===== src/rtl/apb_req_master_pkg.sv =====
// apb_req_master_pkg
//   Shared types for the APB request master: FSM state encoding, the
//   response record returned to the request client, and the word-alignment
//   mask applied to incoming request addresses.
package apb_req_master_pkg;

    typedef enum logic [1:0] {
        IDLE,
        SETUP,
        ACCESS,
        RESP
    } state_t;

    typedef struct packed {
        logic [31:0] rdata;
        logic        err;
    } rsp_t;

    localparam logic [1:0] ALIGN_MASK = 2'b11;

    function automatic logic is_misaligned(input logic [1:0] addr_lsb);
        return (addr_lsb & ALIGN_MASK) != 2'b00;
    endfunction

endpackage


===== src/rtl/apb_req_master_tmo.sv =====
// apb_req_master_tmo
//   ACCESS-phase stall counter. Cleared while the master is in SETUP and
//   incremented on every ACCESS cycle that sees PREADY low. 'expired' is
//   combinational and flags the cycle whose increment would reach 'limit',
//   i.e. the limit-th consecutive stalled ACCESS cycle.
// Ports:
//   HCLK, HRESETn  clock, asynchronous active-low reset
//   clr            clear counter (priority over inc)
//   inc            count one stalled ACCESS cycle
//   limit          abort threshold in stalled cycles (>= 1)
//   expired        this stalled cycle is the limit-th one
module apb_req_master_tmo #(
    parameter int unsigned CNT_W = 5
) (
    input  logic             HCLK,
    input  logic             HRESETn,
    input  logic             clr,
    input  logic             inc,
    input  logic [CNT_W-1:0] limit,
    output logic             expired
);

    logic [CNT_W-1:0] cnt;

    always_ff @(posedge HCLK or negedge HRESETn) begin
        if (!HRESETn) begin
            cnt <= '0;
        end else if (clr) begin
            cnt <= '0;
        end else if (inc) begin
            cnt <= cnt + CNT_W'(1);
        end
    end

    assign expired = inc && ((cnt + CNT_W'(1)) == limit);

endmodule


===== src/rtl/apb_req_master.sv =====
// apb_req_master
//   APB3 initiator: turns a valid/ready request into one APB transfer at a
//   time and returns read data plus error status on a valid/ready response
//   channel. Misaligned requests are answered with an error and never reach
//   the bus.
//   Optional feature macro: APB_REQ_MASTER_TIMEOUT_EN. When defined, an
//   ACCESS phase stalled for TIMEOUT_CYCLES cycles is aborted with err=1.
//   When undefined, ACCESS waits for PREADY indefinitely and no counter
//   exists.
// Ports:
//   HCLK, HRESETn                  clock, asynchronous active-low reset
//   req_valid_i/req_ready_o        request handshake (ready decoded from IDLE)
//   req_addr_i/wdata_i/write_i     request payload
//   rsp_valid_o/rsp_ready_i        response handshake
//   rsp_rdata_o/rsp_err_o          response payload
//   PADDR/PWDATA/PWRITE/PSEL/PENABLE  APB requester outputs (registered)
//   PRDATA/PREADY/PSLVERR          APB completer inputs
module apb_req_master
    import apb_req_master_pkg::*;
#(
    parameter int unsigned APB_ADDR_WIDTH = 12,
    parameter int unsigned TIMEOUT_CYCLES = 16
) (
    input  logic                      HCLK,
    input  logic                      HRESETn,
    input  logic                      req_valid_i,
    output logic                      req_ready_o,
    input  logic [APB_ADDR_WIDTH-1:0] req_addr_i,
    input  logic [31:0]               req_wdata_i,
    input  logic                      req_write_i,
    output logic                      rsp_valid_o,
    input  logic                      rsp_ready_i,
    output logic [31:0]               rsp_rdata_o,
    output logic                      rsp_err_o,
    output logic [APB_ADDR_WIDTH-1:0] PADDR,
    output logic [31:0]               PWDATA,
    output logic                      PWRITE,
    output logic                      PSEL,
    output logic                      PENABLE,
    input  logic [31:0]               PRDATA,
    input  logic                      PREADY,
    input  logic                      PSLVERR
);

    state_t state;
    rsp_t   rsp_q;
    logic   tmo_expired;

`ifdef APB_REQ_MASTER_TIMEOUT_EN
    localparam int unsigned TMO_W = $clog2(TIMEOUT_CYCLES + 1);

    logic tmo_clr;
    logic tmo_inc;

    assign tmo_clr = (state == SETUP);
    assign tmo_inc = (state == ACCESS) && !PREADY;

    apb_req_master_tmo #(
        .CNT_W (TMO_W)
    ) u_tmo (
        .HCLK    (HCLK),
        .HRESETn (HRESETn),
        .clr     (tmo_clr),
        .inc     (tmo_inc),
        .limit   (TMO_W'(TIMEOUT_CYCLES)),
        .expired (tmo_expired)
    );
`else
    assign tmo_expired = 1'b0;
`endif

    assign req_ready_o = (state == IDLE);
    assign rsp_rdata_o = rsp_q.rdata;
    assign rsp_err_o   = rsp_q.err;

    always_ff @(posedge HCLK or negedge HRESETn) begin
        if (!HRESETn) begin
            state       <= IDLE;
            PSEL        <= 1'b0;
            PENABLE     <= 1'b0;
            PWRITE      <= 1'b0;
            PADDR       <= '0;
            PWDATA      <= '0;
            rsp_valid_o <= 1'b0;
            rsp_q       <= '0;
        end else begin
            case (state)
                IDLE: begin
                    if (req_valid_i) begin
                        PADDR  <= req_addr_i;
                        PWDATA <= req_wdata_i;
                        PWRITE <= req_write_i;
                        if (is_misaligned(req_addr_i[1:0])) begin
                            rsp_q.rdata <= '0;
                            rsp_q.err   <= 1'b1;
                            rsp_valid_o <= 1'b1;
                            state       <= RESP;
                        end else begin
                            PSEL  <= 1'b1;
                            state <= SETUP;
                        end
                    end
                end
                SETUP: begin
                    PENABLE <= 1'b1;
                    state   <= ACCESS;
                end
                ACCESS: begin
                    // Completion is checked first so PREADY in the final
                    // allowed cycle beats the timeout abort.
                    if (PREADY) begin
                        PSEL        <= 1'b0;
                        PENABLE     <= 1'b0;
                        rsp_q.rdata <= PWRITE ? '0 : PRDATA;
                        rsp_q.err   <= PSLVERR;
                        rsp_valid_o <= 1'b1;
                        state       <= RESP;
                    end else if (tmo_expired) begin
                        PSEL        <= 1'b0;
                        PENABLE     <= 1'b0;
                        rsp_q.rdata <= '0;
                        rsp_q.err   <= 1'b1;
                        rsp_valid_o <= 1'b1;
                        state       <= RESP;
                    end
                end
                RESP: begin
                    if (rsp_ready_i) begin
                        rsp_valid_o <= 1'b0;
                        state       <= IDLE;
                    end
                end
                default: begin
                    state <= IDLE;
                end
            endcase
        end
    end

endmodule


===== config.mk =====
export PLATFORM = sky130hd
export DESIGN_NAME = apb_req_master
export DESIGN_NICKNAME = d
export VERILOG_FILES = /design/src/rtl/apb_req_master_pkg.sv /design/src/rtl/apb_req_master_tmo.sv /design/src/rtl/apb_req_master.sv
export SDC_FILE = /design/constraint.sdc
export NUM_CORES = 1
export LEC_CHECK = 0
export CAP_MARGIN = 20
export CORE_MARGIN = 2
export CORE_UTILIZATION = 35
export CTS_CLUSTER_DIAMETER = 150
export DETAILED_ROUTE_END_ITERATION = 6
export PLACE_DENSITY = 0.7
export REMOVE_ABC_BUFFERS = 1
export SYNTH_ARGS = -nofsm -noshare
export SYNTH_HDL_FRONTEND = slang
export SYNTH_SLANG_ARGS = --single-unit
export TNS_END_PERCENT = 100

===== constraint.sdc =====
create_clock -name HCLK -period 4.85 [get_ports HCLK]
set_input_delay 0.97 -clock HCLK [delete_from_list [all_inputs] [get_ports HCLK]]
set_output_delay 0.97 -clock HCLK [all_outputs]
set_load 0.005 [all_outputs]

# ---- Word level (Yosys, flattened, before mapping)
# Index checks and enable logic that the tools add are counted.
dict set report word_totals {
  out_inout_bits 82
  wordCells 48
  rom_bits 0
  ff_bits 83
  ramBits 0
  memories 0
  latchBits 0
  inputBits 83
}
dict set report classes {
  bitwise 0
  n_reduce_logical 11
  multipliers 0
  eq_ne 8
  addsub 0
  shifts 0
  magnitude_cmp 0
  div_mod_pow 0
  mux 20
}
# cell count
set op_table {}
lappend op_table {{$mux 33} 3}
lappend op_table {{$pmux 33 s2} 1}
lappend op_table {{$mux 32} 1}
lappend op_table {{$mux 2} 4}
lappend op_table {{$ne 2x2->1 const B} 4}
lappend op_table {{$pmux 2 s4} 1}
lappend op_table {{$reduce_and 4->1} 2}
lappend op_table {{$mux 1} 7}
lappend op_table {{$reduce_bool 2->1} 3}
lappend op_table {{$reduce_and 5->1} 1}
lappend op_table {{$eq 2x2->1 const B} 2}
lappend op_table {{$pmux 1 s2} 2}
lappend op_table {{$reduce_and 2->1} 2}
lappend op_table {{$pmux 1 s3} 1}
lappend op_table {{$reduce_and 3->1} 1}
lappend op_table {{$reduce_bool 3->1} 1}
lappend op_table {{$eq 2x1->1 const B} 1}
lappend op_table {{$logic_not 2->1} 1}
lappend op_table {{$ne 2x1->1 const B} 1}

# ---- Logic depth before layout (Yosys ltp)
dict set report logic_depth {
  ltp_word 4
  ltp_mapped 7
  ltp_nobuf 5
}

# ---- Least setup slack after synthesis
# Ideal clock, no wire load.
dict set report synth_path {
  path_kind {input port to flip-flop}
  start {in req_valid_i}
  end {reg rsp_q, in the netlist rsp_rdata_o[10]}
  path_slack_ns 2.918
  arrival_ns 1.853
  setup_ns 0.079
  required_ns 4.771
  cell_stages 4
  cell_sequence {nor2b_4 nor4_4 buf_6 mux2i_1}
}
dict set report synth_between {
  elab_chain_cells 2
}
# element line_no
set synth_lines {}
lappend synth_lines {{from (decl)} apb_req_master.sv:26} ;# input logic req_valid_i,
lappend synth_lines {{$ne 2x2->1 (no source line)} n/a}
lappend synth_lines {{$reduce_and 4->1 (no source line)} n/a}
lappend synth_lines {{to (decl)} apb_req_master.sv:46} ;# rsp_t rsp_q;
# No other way between the ends.
# A chain may end at the register's enable or synchronous reset.

# ---- Final worst setup path
dict set report layout_path {
  start {reg state[0]}
  end {out req_ready_o}
}
dict set report layout_between {
  elab_chain_cells 1
}
# element line_no
set layout_lines {}
lappend layout_lines {{from (decl)} apb_req_master.sv:45} ;# state_t state;
lappend layout_lines {{from (signal assigned)} apb_req_master.sv:78} ;# state <= IDLE;
lappend layout_lines {{from (signal assigned)} apb_req_master.sv:97} ;# state <= RESP;
lappend layout_lines {{from (signal assigned)} apb_req_master.sv:100} ;# state <= SETUP;
lappend layout_lines {{$logic_not 2->1} apb_req_master.sv:72} ;# assign req_ready_o = (state == IDLE);
lappend layout_lines {{to (decl)} apb_req_master.sv:27} ;# output logic req_ready_o,
# No other way between the ends.

==> flow_summary_export.csv <==
group,metric,value,unit
floorplanning,initial_utilization,36.0,%
yosys,synth_area,0.00350,mm^2
global_routing,antenna_found_initial,0,
yosys,synthFlopType,"dfrtp_1",
yosys,yosys.area.top_type,"dfrtp_1",
clocking,cts_max_level,3,
global_routing,grt_overflow,0,
yosys,syn_inst,271,
yosys,ys_ff_latch,83,
clocking,insertion_delay,0.34,ns
route,drc,0,
yosys,netlist_top_cells_area,"dfrtp_1, mux2_2, mux2i_1",
route,drt_iter0_drc,87,
placement,io_buffers,164,
yosys,ys_top_cells_by_count,"dfrtp_1, mux2_2, inv_1, nand2_1, mux2i_1",
timing,period_needed,2.69,ns
final_layout,fin_area,0.00549,mm^2
route,vias,2571,
clocking,cts_hold_buf,0,
critical_path,required,3.88,ns
critical_path,cp-start-kind,"register",
timing,max_freq,372,MHz
clocking,cts_root_buffer,"clkbuf_8",
yosys,yosysMostFrequentCell,"dfrtp_1",
clocking,path_clk_slew,0.08,ns
yosys,yosysTopAreaCellShare,59.3,%
critical_path,path_class,"register to output port",
yosys,yosys_warnings,0,
min_path,hold_path.class,"register to register",
global_routing,grt_pass1_vias,2802,
timing,skew,0.00683,ns
placement,placed_area,0.00526,mm^2
floorplanning,die_area,0.0108,mm^2
final_layout,num-fill-cells,868,
final_layout,nNetsFinal,526,
power,power_leakage,0.00234,uW
clocking,cts_setup_buffers,0,
clocking,cts.sinks,83,
floorplanning,die_y,104,um
timing,min_period_over_period,55.4,%
yosys,synthArstFlopShare,100,%
yosys,synth_cell_type_count,25,
timing,hold_viol_final,0,
timing,tightest_slew,1.04,ns
global_routing,grt_pass1_wl,13800,um
clocking,cts_tree,"yes",
floorplanning,num_rows,36,
final_layout,antennaDiodeCount,0,
route,viasPerCell,4.47,
route,met3_length,732,um
timing,setup_tns,0,ns
critical_path,crit_path_end_kind,"output port",
critical_path,path_max_fanout,6,
yosys,avgSynthCellArea,12.9,um^2
floorplanning,io_pins,165,
placement,dp_hpwl,5760,um
yosys,synth-edff-count,0,
timing,setup_violations,0,
floorplanning,core,0.00973,mm^2
clocking,cts_buffers,9,
route,firstDrtPassIters,4,
route,drt-total-wl,8200,um
clocking,clockBufferDepth,2,
global_routing,grt_max_degree,84,
power,powerDensity,557,mW/mm^2
floorplanning,die_w,104,um
critical_path,worst_ep_arrival_time,1.72,ns
timing,rsz0062_at_grt,"no",
clocking,cts_resized,0,
timing,slew_headroom,30.4,%
yosys,ys_seq_area_share,59.3,%
job,drv_cap,0,
route,wl_met2,3770,um
route,antenna_left,0,
outcome,status,"completed",
route,wire_per_inst,14.3,um
final_layout,drive_above_1_share,16.3,%
power,ir_drop,0.277,mV
placement,gp_congestion,0.725,
timing,slew_violations,0,
final_layout,syn_to_final_growth,56.8,%
global_routing,track_usage,15.9,%
route,maxUsedRoutingLayer,"met4",
route,met1_length,3540,um
-- worst paths after layout --
kind | startpoint | endpoint | slack [ns] | cells past startpoint
max | state[0]$_DFFE_PN0P_ | req_ready_o | 2.16 | 3
min | PWDATA[26]$_DFFE_PN0P_ | PWDATA[26]$_DFFE_PN0P_ | 0.51 | 1
max reg2reg | state[0]$_DFFE_PN0P_ | rsp_rdata_o[17]$_DFFE_PN0P_ | 2.78 | 6
min reg2reg | PWDATA[26]$_DFFE_PN0P_ | PWDATA[26]$_DFFE_PN0P_ | 0.51 | 1
max in group asynchronous | HRESETn | PADDR[5]$_DFFE_PN0P_ | 3.63 | 2
min in group asynchronous | HRESETn | rsp_rdata_o[21]$_DFFE_PN0P_ | 0.60 | 1
-- sequential cells by signal, indices dropped and copies added (netlist names) --
signal,count
PENABLE,1
PADDR,12
rsp_valid_o,1
PSEL,1
PWDATA,32
rsp_rdata_o,32
PWRITE,1
state,2
rsp_err_o,1
-- power by group --
group / leakage (uW) / switching (uW) / total, uW / internal, uW
sequential: 0.00104 / 137 / 1100 / 960
combinational: 0.00120 / 529 / 1420 / 891
clock: 0.000108 / 241 / 540 / 300
total: 0.00234 / 906 / 3060 / 2150
-- metal layers --
layer	vias up	GRT usage [%]
met5	-	0
met4	0	6.47
met3	13	6.39
met2	110	24.7
met1	1233	19.6
li1	1215	-
-- worst max-delay path, cell delays in order (launching register included) --
cell and delay [ns]:
dfrtp_1 0.40, inv_1 0.13, ha_1 0.30, clkdlybuf4s50_1 0.55
-- layout by cell type (no fill, tap or decap), types with 2 or more instances in the layout --
| cell | n |
|---|---|
| clkbuf_8 | 10 |
| dfrtp_1 | 83 |
| buf_4 | 3 |
| nand2_1 | 33 |
| inv_1 | 36 |
| mux2i_1 | 33 |
| bufinv_16 | 2 |
| or2b_1 | 2 |
| nor2_1 | 4 |
| clkinv_2 | 2 |
| o22ai_1 | 2 |
| ha_1 | 5 |
| nor2b_4 | 2 |
| mux2_2 | 46 |
| clkdlybuf4s50_1 | 163 |
-- cell type report --
class	instances	area [um^2]	area share [%]
multi-input combinational	141	1220	22.3
sequential	83	2080	37.8
clock buffer	10	138	2.51
inverter	36	135	2.46
clock inverter	5	77.6	1.41
tap	133	166	3.03
timing repair buffer	167	1670	30.5
-- stage by stage --
step	cells	setup slack (ns)	utilization (%)	hold WS (ns)	total power, uW
after CTS	574	2.14	56.2	0.511	3110
after global placement	559	2.03	54.0	0.484	2510
after detailed placement	559	1.99	54.0	0.494	2550
after floorplan	260	1.81	-	0.487	1800
final	575	2.16	56.4	0.506	3060
after global routing	575	2.05	56.4	0.526	3270
-- kinds of logic (layout without fill, tap and decap cells) --
kind of cell	Yosys count	after routing	share of synthesized area, %
adders and majority gates	5	5	1.79
buffers and inverters	47	218	5.93
muxes	79	79	24.2
and+or+nand+nor	50	50	7.29
AOI/OAI and AO/OA	7	7	1.46
DFF	83	83	59.3
Note: power is estimated with default switching activity, not from simulation.
